--- src/rtl/blink_scheduler.sv ---
// Multi-channel LED blink scheduler: per-channel interval counters, valid/ready config port and LFSR random intervals.
// Optional phase realignment input sync_start is compiled in when BLINK_PHASE_SYNC_EN is defined.
module blink_scheduler #(
    parameter int          NUM_CH    = 3,
    parameter int          CNT_W     = 8,
    parameter int          PULSE_W   = 1,
    parameter logic [15:0] LFSR_SEED = 16'hACE1
) (
    input  logic              clk,
    input  logic              rstbtn_n,
    input  logic              en,
`ifdef BLINK_PHASE_SYNC_EN
    input  logic              sync_start,
`endif
    input  logic              cfg_valid,
    output logic              cfg_ready,
    input  logic [1:0]        cfg_chan,
    input  logic [CNT_W-1:0]  cfg_interval,
    input  logic              cfg_rand,
    output logic              cfg_err,
    output logic [NUM_CH-1:0] leds
);

    localparam logic [15:0]      LFSR_TAPS = 16'hB400;  // x^16+x^14+x^13+x^11+1, right-shifting Galois form
    localparam logic [3:0]       PT_LOAD   = 4'(PULSE_W);
    localparam logic [CNT_W-1:0] CNT_ONE   = CNT_W'(1);

    logic [CNT_W-1:0]  ivl_q    [NUM_CH];
    logic [CNT_W-1:0]  ivl_d    [NUM_CH];
    logic [CNT_W-1:0]  sh_ivl_q [NUM_CH];
    logic [CNT_W-1:0]  sh_ivl_d [NUM_CH];
    logic [CNT_W-1:0]  cnt_q    [NUM_CH];
    logic [CNT_W-1:0]  cnt_d    [NUM_CH];
    logic [3:0]        pt_q     [NUM_CH];
    logic [3:0]        pt_d     [NUM_CH];
    logic [NUM_CH-1:0] rnd_q, rnd_d;
    logic [NUM_CH-1:0] sh_rnd_q, sh_rnd_d;
    logic [NUM_CH-1:0] pend_q, pend_d;
    logic [15:0]       lfsr_q, lfsr_d;
    logic              err_q, err_d;

    logic [CNT_W-1:0]  rnd_ivl;
    logic              accept;
    logic              in_range;

    always_comb begin
        // NOTE: every signal written here gets its hold value first, so no path can leave one unassigned and infer a latch.
        ivl_d     = ivl_q;
        sh_ivl_d  = sh_ivl_q;
        cnt_d     = cnt_q;
        pt_d      = pt_q;
        rnd_d     = rnd_q;
        sh_rnd_d  = sh_rnd_q;
        pend_d    = pend_q;
        lfsr_d    = lfsr_q;
        err_d     = err_q;
        cfg_ready = 1'b1;
        in_range  = 1'b0;

        for (int i = 0; i < NUM_CH; i++) begin
            if (cfg_chan == 2'(i)) begin
                in_range  = 1'b1;
                cfg_ready = !pend_q[i];
            end
        end
        accept  = cfg_valid && cfg_ready;
        rnd_ivl = (lfsr_q[CNT_W-1:0] == '0) ? CNT_ONE : lfsr_q[CNT_W-1:0];

        if (en) begin
            lfsr_d = lfsr_q[0] ? ((lfsr_q >> 1) ^ LFSR_TAPS) : (lfsr_q >> 1);
        end
        if (accept && !in_range) begin
            err_d = 1'b1;
        end

        for (int i = 0; i < NUM_CH; i++) begin
            if (en && pt_q[i] != 4'd0) begin
                pt_d[i] = pt_q[i] - 4'd1;
            end

            if (ivl_q[i] == '0) begin
                // A disabled channel never wraps, so its pending update lands right away.
                if (pend_q[i]) begin
                    ivl_d[i]  = sh_ivl_q[i];
                    rnd_d[i]  = sh_rnd_q[i];
                    pend_d[i] = 1'b0;
                    cnt_d[i]  = '0;
                end
            end else if (en) begin
                if (cnt_q[i] == ivl_q[i]) begin
                    cnt_d[i] = '0;
                    pt_d[i]  = PT_LOAD;
                    if (pend_q[i]) begin
                        ivl_d[i]  = sh_ivl_q[i];
                        rnd_d[i]  = sh_rnd_q[i];
                        pend_d[i] = 1'b0;
                    end else if (rnd_q[i]) begin
                        ivl_d[i] = rnd_ivl;
                    end
                end else begin
                    cnt_d[i] = cnt_q[i] + CNT_ONE;
                end
            end

`ifdef BLINK_PHASE_SYNC_EN
            if (sync_start) begin
                cnt_d[i] = '0;
                pt_d[i]  = 4'd0;
                if (pend_q[i]) begin
                    ivl_d[i]  = sh_ivl_q[i];
                    rnd_d[i]  = sh_rnd_q[i];
                    pend_d[i] = 1'b0;
                end
            end
`endif

            // Accept only happens with pend_q clear, so this never collides with an apply above.
            if (accept && cfg_chan == 2'(i)) begin
                sh_ivl_d[i] = cfg_interval;
                sh_rnd_d[i] = cfg_rand;
                pend_d[i]   = 1'b1;
            end
        end
    end

    always_ff @(posedge clk) begin
        // NOTE: state uses non-blocking assignments; the per-channel arrays are reset explicitly because a reset must clear every interval and pending update.
        if (!rstbtn_n) begin
            lfsr_q   <= LFSR_SEED;
            err_q    <= 1'b0;
            rnd_q    <= '0;
            sh_rnd_q <= '0;
            pend_q   <= '0;
            for (int i = 0; i < NUM_CH; i++) begin
                ivl_q[i]    <= '0;
                sh_ivl_q[i] <= '0;
                cnt_q[i]    <= '0;
                pt_q[i]     <= 4'd0;
            end
        end else begin
            lfsr_q   <= lfsr_d;
            err_q    <= err_d;
            rnd_q    <= rnd_d;
            sh_rnd_q <= sh_rnd_d;
            pend_q   <= pend_d;
            ivl_q    <= ivl_d;
            sh_ivl_q <= sh_ivl_d;
            cnt_q    <= cnt_d;
            pt_q     <= pt_d;
        end
    end

    always_comb begin
        leds = '0;
        for (int i = 0; i < NUM_CH; i++) begin
            leds[i] = en && (pt_q[i] != 4'd0);
        end
    end

    assign cfg_err = err_q;

endmodule

--- config.mk ---
export PLATFORM = sky130hd
export DESIGN_NAME = blink_scheduler
export DESIGN_NICKNAME = d
export VERILOG_FILES = /design/src/rtl/blink_scheduler.sv
export SDC_FILE = /design/constraint.sdc
export NUM_CORES = 1
export LEC_CHECK = 0
export CORE_MARGIN = 3
export CORE_UTILIZATION = 50
export CTS_CLUSTER_DIAMETER = 50
export DETAILED_ROUTE_END_ITERATION = 16
export PLACE_DENSITY = 0.77
export SLEW_MARGIN = 20
export SYNTH_ARGS = -nofsm -noshare
export SYNTH_HDL_FRONTEND = slang
export SYNTH_SLANG_ARGS = --single-unit
--- constraint.sdc ---
create_clock -name clk -period 1.8 [get_ports clk]
set_input_delay 0.18 -clock clk [delete_from_list [all_inputs] [get_ports clk]]
set_output_delay 0.18 -clock clk [all_outputs]
set_load 0.01 [all_outputs]
==> results.py, run 1 <==
metrics = {
    "placed_design": {
        "port_buffers": 19,
        "global_placer_s_final_weighted_congestion": 0.873,
        "placed_cells": 774,
        "hpwlAfterDp_mm": 8.58,
    },
    "critical_path": {
        "reg2reg_slack_ns": -0.03,
        "critical_path.reg2reg.endpoint": "cnt_q[15]",
        "worstReg2RegStart": "ivl_q[10]",
        "critical_path_required_ns": 2.06,
        "r2r_cells": 7,
        "arrival_ns": 2.09,
        "critical_path.max_fanout": 4,
        "setup.worst_path.class": "reg2reg",
        "critPathCaptureType": "flip-flop",
        "category_of_the_worst_setup_path_launch_point": "flip-flop",
    },
    "synth": {
        "synth_seq_area_share_pct": 42.3,
        "ys_dominant_reg_cell": "sky130_fd_sc_hd__dfxtp_1",
        "post-synth-top-count-cell": "sky130_fd_sc_hd__dfxtp_1",
        "post_synth_num_cell_types": 49,
        "synth_enable_flop_cells": 0,
        "synth-compound-area-share_pct": 17.1,
        "post_synth_main_area_contributors": "sky130_fd_sc_hd__dfxtp_1, sky130_fd_sc_hd__a21oi_1, sky130_fd_sc_hd__mux2i_1",
        "synth_top_family_by_area": "simple AND/OR/NAND/NOR gates",
        "syn-cell-area_mm2": 0.00520,
        "synthCells": 600,
        "synth.net_count": 621,
        "postSynth.asyncResetShare_pct": 0,
        "syn_area_per_cell_um2": 8.67,
        "synth_seq_cells": 110,
        "synthesis.yosys.warnings": 0,
        "ys_top_cells_by_count": "sky130_fd_sc_hd__dfxtp_1, sky130_fd_sc_hd__nand2_1, sky130_fd_sc_hd__a21oi_1, sky130_fd_sc_hd__nor2_1, sky130_fd_sc_hd__mux2i_1",
        "synth_top_area_share_pct": 42.3,
        "synthDominantAreaCellType": "sky130_fd_sc_hd__dfxtp_1",
        "synth_adder_area_share_pct": 1.44,
        "yosys-mux-area-fraction_pct": 7.74,
        "xor_and_xnor_area_share_after_synthesis_pct": 7.74,
        "synth_simple_gate_area_share_pct": 20.2,
    },
    "layout": {
        "final_layout_size_suffix_gt1_share_pct": 23.7,
        "fin_nets": 686,
        "relative_area_change_from_synthesis_to_final_layout_pct": 24.0,
        "antennaDiodeCount": 0,
        "layout.cells.non_filler": 803,
    },
    "sta": {
        "finalClockSkew_ns": 0.0141,
        "achievable-frequency_mhz": 548,
        "post-route-period-util_pct": 101,
        "timing.setup.tns_ns": -0.0336,
        "max_slew_violation_count": 0,
        "rsz0062_at_grt": "yes",
        "setup_slack_ns": -0.0250,
        "finalSetupViolations": 3,
        "final_hold_viol_count": 0,
        "timing.slew.headroom_pct": 68.7,
        "post-route-min-period_ns": 1.83,
        "worst_hold_slack_ns": 0.416,
        "timing_worst_slew_pin_value_ns": 0.469,
    },
    "worst_hold_path": {
        "min-delay-start": "cfg_interval[5]",
        "worst_hold_path.num_cells": 3,
        "min-delay-path-class": "in2reg",
        "min_to": "sh_ivl_q[5]",
    },
    "die": {
        "placementRows": 36,
        "die_y_um": 108,
        "io-pin-count": 20,
        "floorplan.initialDensity_pct": 52.3,
        "coreArea_mm2": 0.00995,
        "die-width_um": 108,
        "die_area_mm2": 0.0117,
    },
    "route": {
        "number_of_detailed_routing_iterations_run_before_antenna_repair": 5,
        "num_vias": 4640,
        "wire_per_inst_um": 16.3,
        "drc": 0,
        "wirelength_mm": 13.1,
        "ant_nets": 0,
        "drtIter0Drc": 310,
        "detail_route.vias_per_cell": 5.78,
    },
    "pwr": {
        "p_switching_mw": 1.70,
        "power_density_over_cell_area_mw_per_mm2": 839,
        "power.share.sequential_pct": 50.0,
        "switching_fraction_of_total_power_pct": 31.4,
        "p_clk_share_pct": 27.4,
        "peakVddDrop_mv": 0.596,
        "p_comb_share_pct": 22.6,
        "cellLeakagePower_nw": 2.37,
        "p_int_mw": 3.71,
    },
    "grt": {
        "grt_overflow": 0,
        "grt_antenna_before_repair": 0,
        "grt_pass1_wl_mm": 20.1,
        "grt_usage_pct": 21.4,
        "grt_start_max_net_pins": 73,
        "grt_pass1_vias": 4310,
    },
    "clock_tree": {
        "cts-hold-fix-buffers": 0,
        "clock_tree.htree_level_count": 3,
        "cts_tree": "done",
        "cts.sink_count": 110,
        "path_clk_slew_ns": 0.12,
        "cts_inserted_buffers": 9,
        "clock_latency_on_the_worst_skew_pair_ns": 0.38,
        "clock_path_buffers": 2,
        "clk_root_buffer_cell": "sky130_fd_sc_hd__clkbuf_8",
    },
    "status": {
        "outcome": "complete, but fails checks",
        "violations": "negative setup slack",
    },
    "flow_run": {
        "max-cap-violations": 0,
    },
}
-- layout by cell type, fill, tap and decap left out, types with 3 or more instances in the layout --
cell type / synthesis / final
sky130_fd_sc_hd__buf_4: 0 / 60
sky130_fd_sc_hd__nand2_1: 80 / 79
sky130_fd_sc_hd__and3_1: 4 / 4
sky130_fd_sc_hd__nor2_1: 46 / 46
sky130_fd_sc_hd__or3_1: 21 / 20
sky130_fd_sc_hd__a31oi_4: 0 / 3
sky130_fd_sc_hd__nand3_1: 16 / 14
sky130_fd_sc_hd__dlygate4sd2_1: 0 / 4
sky130_fd_sc_hd__a31oi_1: 5 / 3
sky130_fd_sc_hd__o31ai_1: 3 / 3
sky130_fd_sc_hd__a21oi_1: 78 / 65
sky130_fd_sc_hd__clkdlybuf4s50_1: 0 / 15
sky130_fd_sc_hd__inv_1: 15 / 14
sky130_fd_sc_hd__a311oi_1: 7 / 6
sky130_fd_sc_hd__a21o_2: 1 / 3
sky130_fd_sc_hd__mux2i_1: 38 / 38
sky130_fd_sc_hd__nor3_1: 6 / 6
sky130_fd_sc_hd__a21boi_0: 3 / 3
sky130_fd_sc_hd__o21ai_0: 22 / 20
sky130_fd_sc_hd__dfxtp_2: 0 / 16
sky130_fd_sc_hd__a211oi_1: 10 / 8
sky130_fd_sc_hd__ha_1: 6 / 5
sky130_fd_sc_hd__dfxtp_1: 110 / 87
sky130_fd_sc_hd__xnor2_2: 0 / 3
sky130_fd_sc_hd__dfxtp_4: 0 / 7
sky130_fd_sc_hd__a21oi_2: 3 / 16
sky130_fd_sc_hd__clkbuf_8: 0 / 9
sky130_fd_sc_hd__xnor2_1: 28 / 25
sky130_fd_sc_hd__nor4_4: 2 / 9
sky130_fd_sc_hd__nand4_1: 7 / 7
sky130_fd_sc_hd__xor2_1: 18 / 17
sky130_fd_sc_hd__buf_12: 0 / 3
sky130_fd_sc_hd__inv_8: 0 / 3
-- logic make-up (layout without fill, tap and decap cells) --
| logic type | Yosys count | in the layout |
|---|---|---|
| AOI/OAI and AO/OA | 147 | 149 |
| xor gates and xnor gates | 46 | 46 |
| adders and majority gates | 6 | 6 |
| buffers and inverters | 46 | 114 |
| DFF | 110 | 110 |
| muxes | 40 | 40 |
| and+or+nand+nor | 205 | 205 |
-- sequential cells by signal, indices dropped and copies added (netlist names) --
register / cells
rnd_q: 3
lfsr_q: 16
ivl_q: 24
pt_q: 12
sh_rnd_q: 3
cfg_err: 1
cnt_q: 24
pend_q: 3
sh_ivl_q: 24
-- metrics by stage --
step / setup WS [ns] / cell area (um^2) / power [mW] / util, %
6_report: -0.0250 / 6450 / 5.41 / 64.8
2_1_floorplan: 0.000880 / 5200 / 3.47 / -
5_1_grt: -0.100 / 6450 / 5.69 / 64.8
3_3_place_gp: -0.0961 / 5870 / 3.85 / 59.0
3_5_place_dp: -0.138 / 5870 / 3.90 / 59.0
4_1_cts: -0.116 / 6100 / 5.36 / 61.3
-- worst max-delay path by stage --
stage               slack, ns         to       from  cells past startpoint
global placement         -0.1  cnt_q[15]         en                      6
finish                  -0.03  cnt_q[15]  ivl_q[10]                      7
global route            -0.10  ivl_q[22]  ivl_q[16]                      6
detailed placement      -0.14  ivl_q[23]         en                      7
floorplan              0.0009  ivl_q[16]  pend_q[0]                      4
CTS                     -0.12  ivl_q[10]  ivl_q[12]                      5
-- what timing repair did --
item	CTS	global route
resized for setup	13	68
buffers inserted	0	10
setup endpoints to repair	20	50
pin swaps	0	28
cloned	0	3
-- area by class of cell --
cell class / count / area [um^2]
Fill cell: 766 / 3500
Multi-Input combinational cell: 446 / 3080
Sequential cell: 110 / 2250
Timing Repair Buffer: 82 / 696
Clock inverter: 7 / 75.1
Tap cell: 133 / 166
Clock buffer: 9 / 124
Inverter: 16 / 60.1
-- worst max-delay path: stages (launching register included) --
cell	delay [ns]
sky130_fd_sc_hd__dfxtp_4	0.37
sky130_fd_sc_hd__nor4_4	0.30
sky130_fd_sc_hd__buf_4	0.19
sky130_fd_sc_hd__nand3_4	0.08
sky130_fd_sc_hd__and2_4	0.17
sky130_fd_sc_hd__buf_4	0.14
sky130_fd_sc_hd__o31ai_1	0.36
sky130_fd_sc_hd__a21oi_2	0.11
-- metal layers --
layer  track usage (%)  wire, um  vias up
li1                  -         -     2267
met3              4.24       505       27
met5                 0         0        -
met2              36.4      6390      124
met4              7.03       281        0
met1              27.3      5880     2222
-- power by group through the flow --
| stage | logic, mW | clock network (mW) | registers, mW |
|---|---|---|---|
| floorplan | 0.750 | 0 | 2.72 |
| global placement | 1.10 | 0 | 2.75 |
| detailed placement | 1.14 | 0 | 2.76 |
| CTS | 1.13 | 1.53 | 2.70 |
| global route | 1.36 | 1.60 | 2.73 |
| finish | 1.22 | 1.48 | 2.71 |
No activity file was read; power rests on OpenSTA's default activity.
==> inputs of run 2 (changes only) <==
--- a/config.mk
+++ b/config.mk
@@ -14,3 +14,4 @@
 export SYNTH_ARGS = -nofsm -noshare
 export SYNTH_HDL_FRONTEND = slang
 export SYNTH_SLANG_ARGS = --single-unit
+export TNS_END_PERCENT = 5
==> run 2 against run 1 <==
Against the previous run:
- the run still ends with negative setup slack left
- flip-flop and latch count did not move
- fmax rose by 0.47%
- count of clock-buffer cells in the layout did not move
- sequential share of layout area rose by 0.72 points
- first-iteration DRC count rose by 25%
- via count fell by 2.4%
- worst hold slack got worse by 0.0018 ns
- non-clock buffer count fell by 10
- routed wire length fell by 5.1%
- final area fell by 2.9%
==> results.py, run 2 (synthesis results as in run 1) <==
metrics = {
    "status": {
        "outcome": "complete, but fails checks",
        "violations": "negative setup slack",
    },
    "sta": {
        "post-route-min-period_ns": 1.82,
        "rsz0062_at_grt": "yes",
        "timing_worst_slew_pin_value_ns": 0.441,
        "setup_slack_ns": -0.0164,
        "worst_hold_slack_ns": 0.415,
        "post-route-period-util_pct": 101,
        "finalClockSkew_ns": 0.0127,
        "timing.slew.headroom_pct": 70.5,
        "final_hold_viol_count": 0,
        "finalSetupViolations": 4,
        "achievable-frequency_mhz": 551,
        "max_slew_violation_count": 0,
    },
    "critical_path": {
        "critPathCaptureType": "flip-flop",
        "worst_path_cell_with_the_longest_stage_delay": "sky130_fd_sc_hd__nor4_4",
        "worstReg2RegStart": "cnt_q[13]",
        "critical_path.reg2reg.endpoint": "ivl_q[12]",
        "category_of_the_worst_setup_path_launch_point": "flip-flop",
        "cpPeakStageDelay_ns": 0.44,
        "critical_path_required_ns": 2.12,
        "arrival_ns": 2.14,
        "setup.worst_path.start": "cnt_q[13]",
        "critical_path.max_fanout": 5,
        "setup.worst_path.class": "reg2reg",
        "r2r_cells": 5,
        "crit_path_cell_trace": "xor2_1, nor4_4, a31oi_2, or3_1, a21oi_1",
        "reg2reg_slack_ns": -0.02,
        "cp-endpoint": "ivl_q[12]",
    },
    "pwr": {
        "cellLeakagePower_nw": 2.30,
        "peakVddDrop_mv": 0.593,
        "power.total_mw": 5.36,
        "power_density_over_cell_area_mw_per_mm2": 856,
    },
    "clock_tree": {
        "clock_tree.htree_level_count": 3,
        "clock_latency_on_the_worst_skew_pair_ns": 0.39,
        "path_clk_slew_ns": 0.12,
        "clk_root_buffer_cell": "sky130_fd_sc_hd__clkbuf_8",
        "cts-hold-fix-buffers": 0,
        "cts.sink_count": 110,
        "cts_tree": "done",
        "clock_path_buffers": 2,
        "cts_inserted_buffers": 9,
    },
    "route": {
        "drtIter0Drc": 386,
        "drc": 0,
        "ant_nets": 0,
        "num_vias": 4528,
        "detail_route.vias_per_cell": 5.72,
        "wire_per_inst_um": 15.7,
        "wirelength_mm": 12.4,
        "number_of_detailed_routing_iterations_run_before_antenna_repair": 4,
    },
    "layout": {
        "finalInstanceArea_mm2": 0.00627,
        "relative_area_change_from_synthesis_to_final_layout_pct": 20.4,
        "antennaDiodeCount": 0,
        "most-common-layout-cells": "sky130_fd_sc_hd__dfxtp_1, sky130_fd_sc_hd__nand2_1, sky130_fd_sc_hd__a21oi_1, sky130_fd_sc_hd__buf_4, sky130_fd_sc_hd__nor2_1",
        "layout.cells.non_filler": 792,
        "final_layout_size_suffix_gt1_share_pct": 19.4,
        "top_regs": "cnt_q: 24 flops, ivl_q: 24 flops, sh_ivl_q: 24 flops",
        "final_common_cell": "sky130_fd_sc_hd__dfxtp_1",
        "fin_nets": 675,
    },
    "die": {
        "floorplan.initialDensity_pct": 52.3,
        "placementRows": 36,
        "die-width_um": 108,
        "io-pin-count": 20,
        "die_y_um": 108,
        "die_area_mm2": 0.0117,
        "coreArea_mm2": 0.00995,
    },
    "placed_design": {
        "port_buffers": 19,
        "hpwlAfterDp_mm": 8.58,
        "global_placer_s_final_weighted_congestion": 0.873,
        "placed_cells": 774,
        "placedInstanceArea_mm2": 0.00587,
    },
    "worst_hold_path": {
        "min-delay-path-class": "in2reg",
    },
    "grt": {
        "grt_start_max_net_pins": 73,
        "grt_pass1_wl_mm": 20.2,
        "grt_overflow": 0,
        "grt_usage_pct": 21.4,
        "grt_antenna_before_repair": 0,
        "grt_pass1_vias": 4319,
    },
    "flow_run": {
        "max-cap-violations": 0,
    },
}
run 2: cell types whose count changed in the layout (fill, tap and decap cells not counted), sizes merged:
cell,before,now
buf,63,53
a31oi,7,6
run 2: power breakdown:
group          switching, mW  internal (mW)  total, mW
clock                  0.941          0.552       1.49
combinational          0.612          0.555       1.17
sequential             0.126           2.58       2.70
run 2: timing repair:
item,in CTS,in global routing
pin swaps,1,16
buffers inserted,0,2
gates resized for setup,14,42
endpoints found under the setup margin,20,47
cloned,0,1
run 2: how the worst min path moves through the flow:
stage | start | end | slack (ns) | cells past startpoint
2_1_floorplan | cfg_interval[0] | sh_ivl_q[0] | 0.32 | 2
3_3_place_gp | sh_ivl_q[16] | sh_ivl_q[16] | 0.44 | 2
3_5_place_dp | sh_ivl_q[20] | sh_ivl_q[20] | 0.45 | 2
4_1_cts | cfg_interval[5] | sh_ivl_q[13] | 0.39 | 3
5_1_grt | cfg_interval[4] | sh_ivl_q[12] | 0.42 | 3
6_report | cfg_interval[5] | sh_ivl_q[5] | 0.41 | 3
run 2: metal layers:
metal  track usage (%)  share of wire [%]  wire length, um  vias to the layer above
li1                  -                  -                -                     2244
met1              27.3                 45             5590                     2167
met2              36.4                 49             6040                       95
met3              4.24                4.2              524                       22
met5                 0                  0                0                        -
met4              7.21                1.9              241                        0
run 2: layout make-up:
cell class                      instances  area [um^2]
Fill cell                             803         3690
Multi-Input combinational cell        445         3000
Sequential cell                       110         2230
Timing Repair Buffer                   72          608
Tap cell                              133          166
Clock buffer                            9          124
Clock inverter                          7         75.1
Inverter                               16         60.1
run 2: per-stage QoR:
stage                     setup WS (ns)  setup TNS, ns  util [%]
final                           -0.0164        -0.0250      62.9
after global routing             -0.113          -1.44      62.9
after CTS                       -0.0931         -0.291      61.3
after detailed placement         -0.138          -1.87      59.0
after global placement          -0.0961         -0.889      59.0
after floorplan                0.000880              0         -
run 2: critical path: cells and delay by family (launching register included):
family	cells	cell delay [ns]
DFF	1	0.38
xor gates and xnor gates	1	0.19
AOI/OAI and AO/OA	2	0.35
and+or+nand+nor	2	0.85
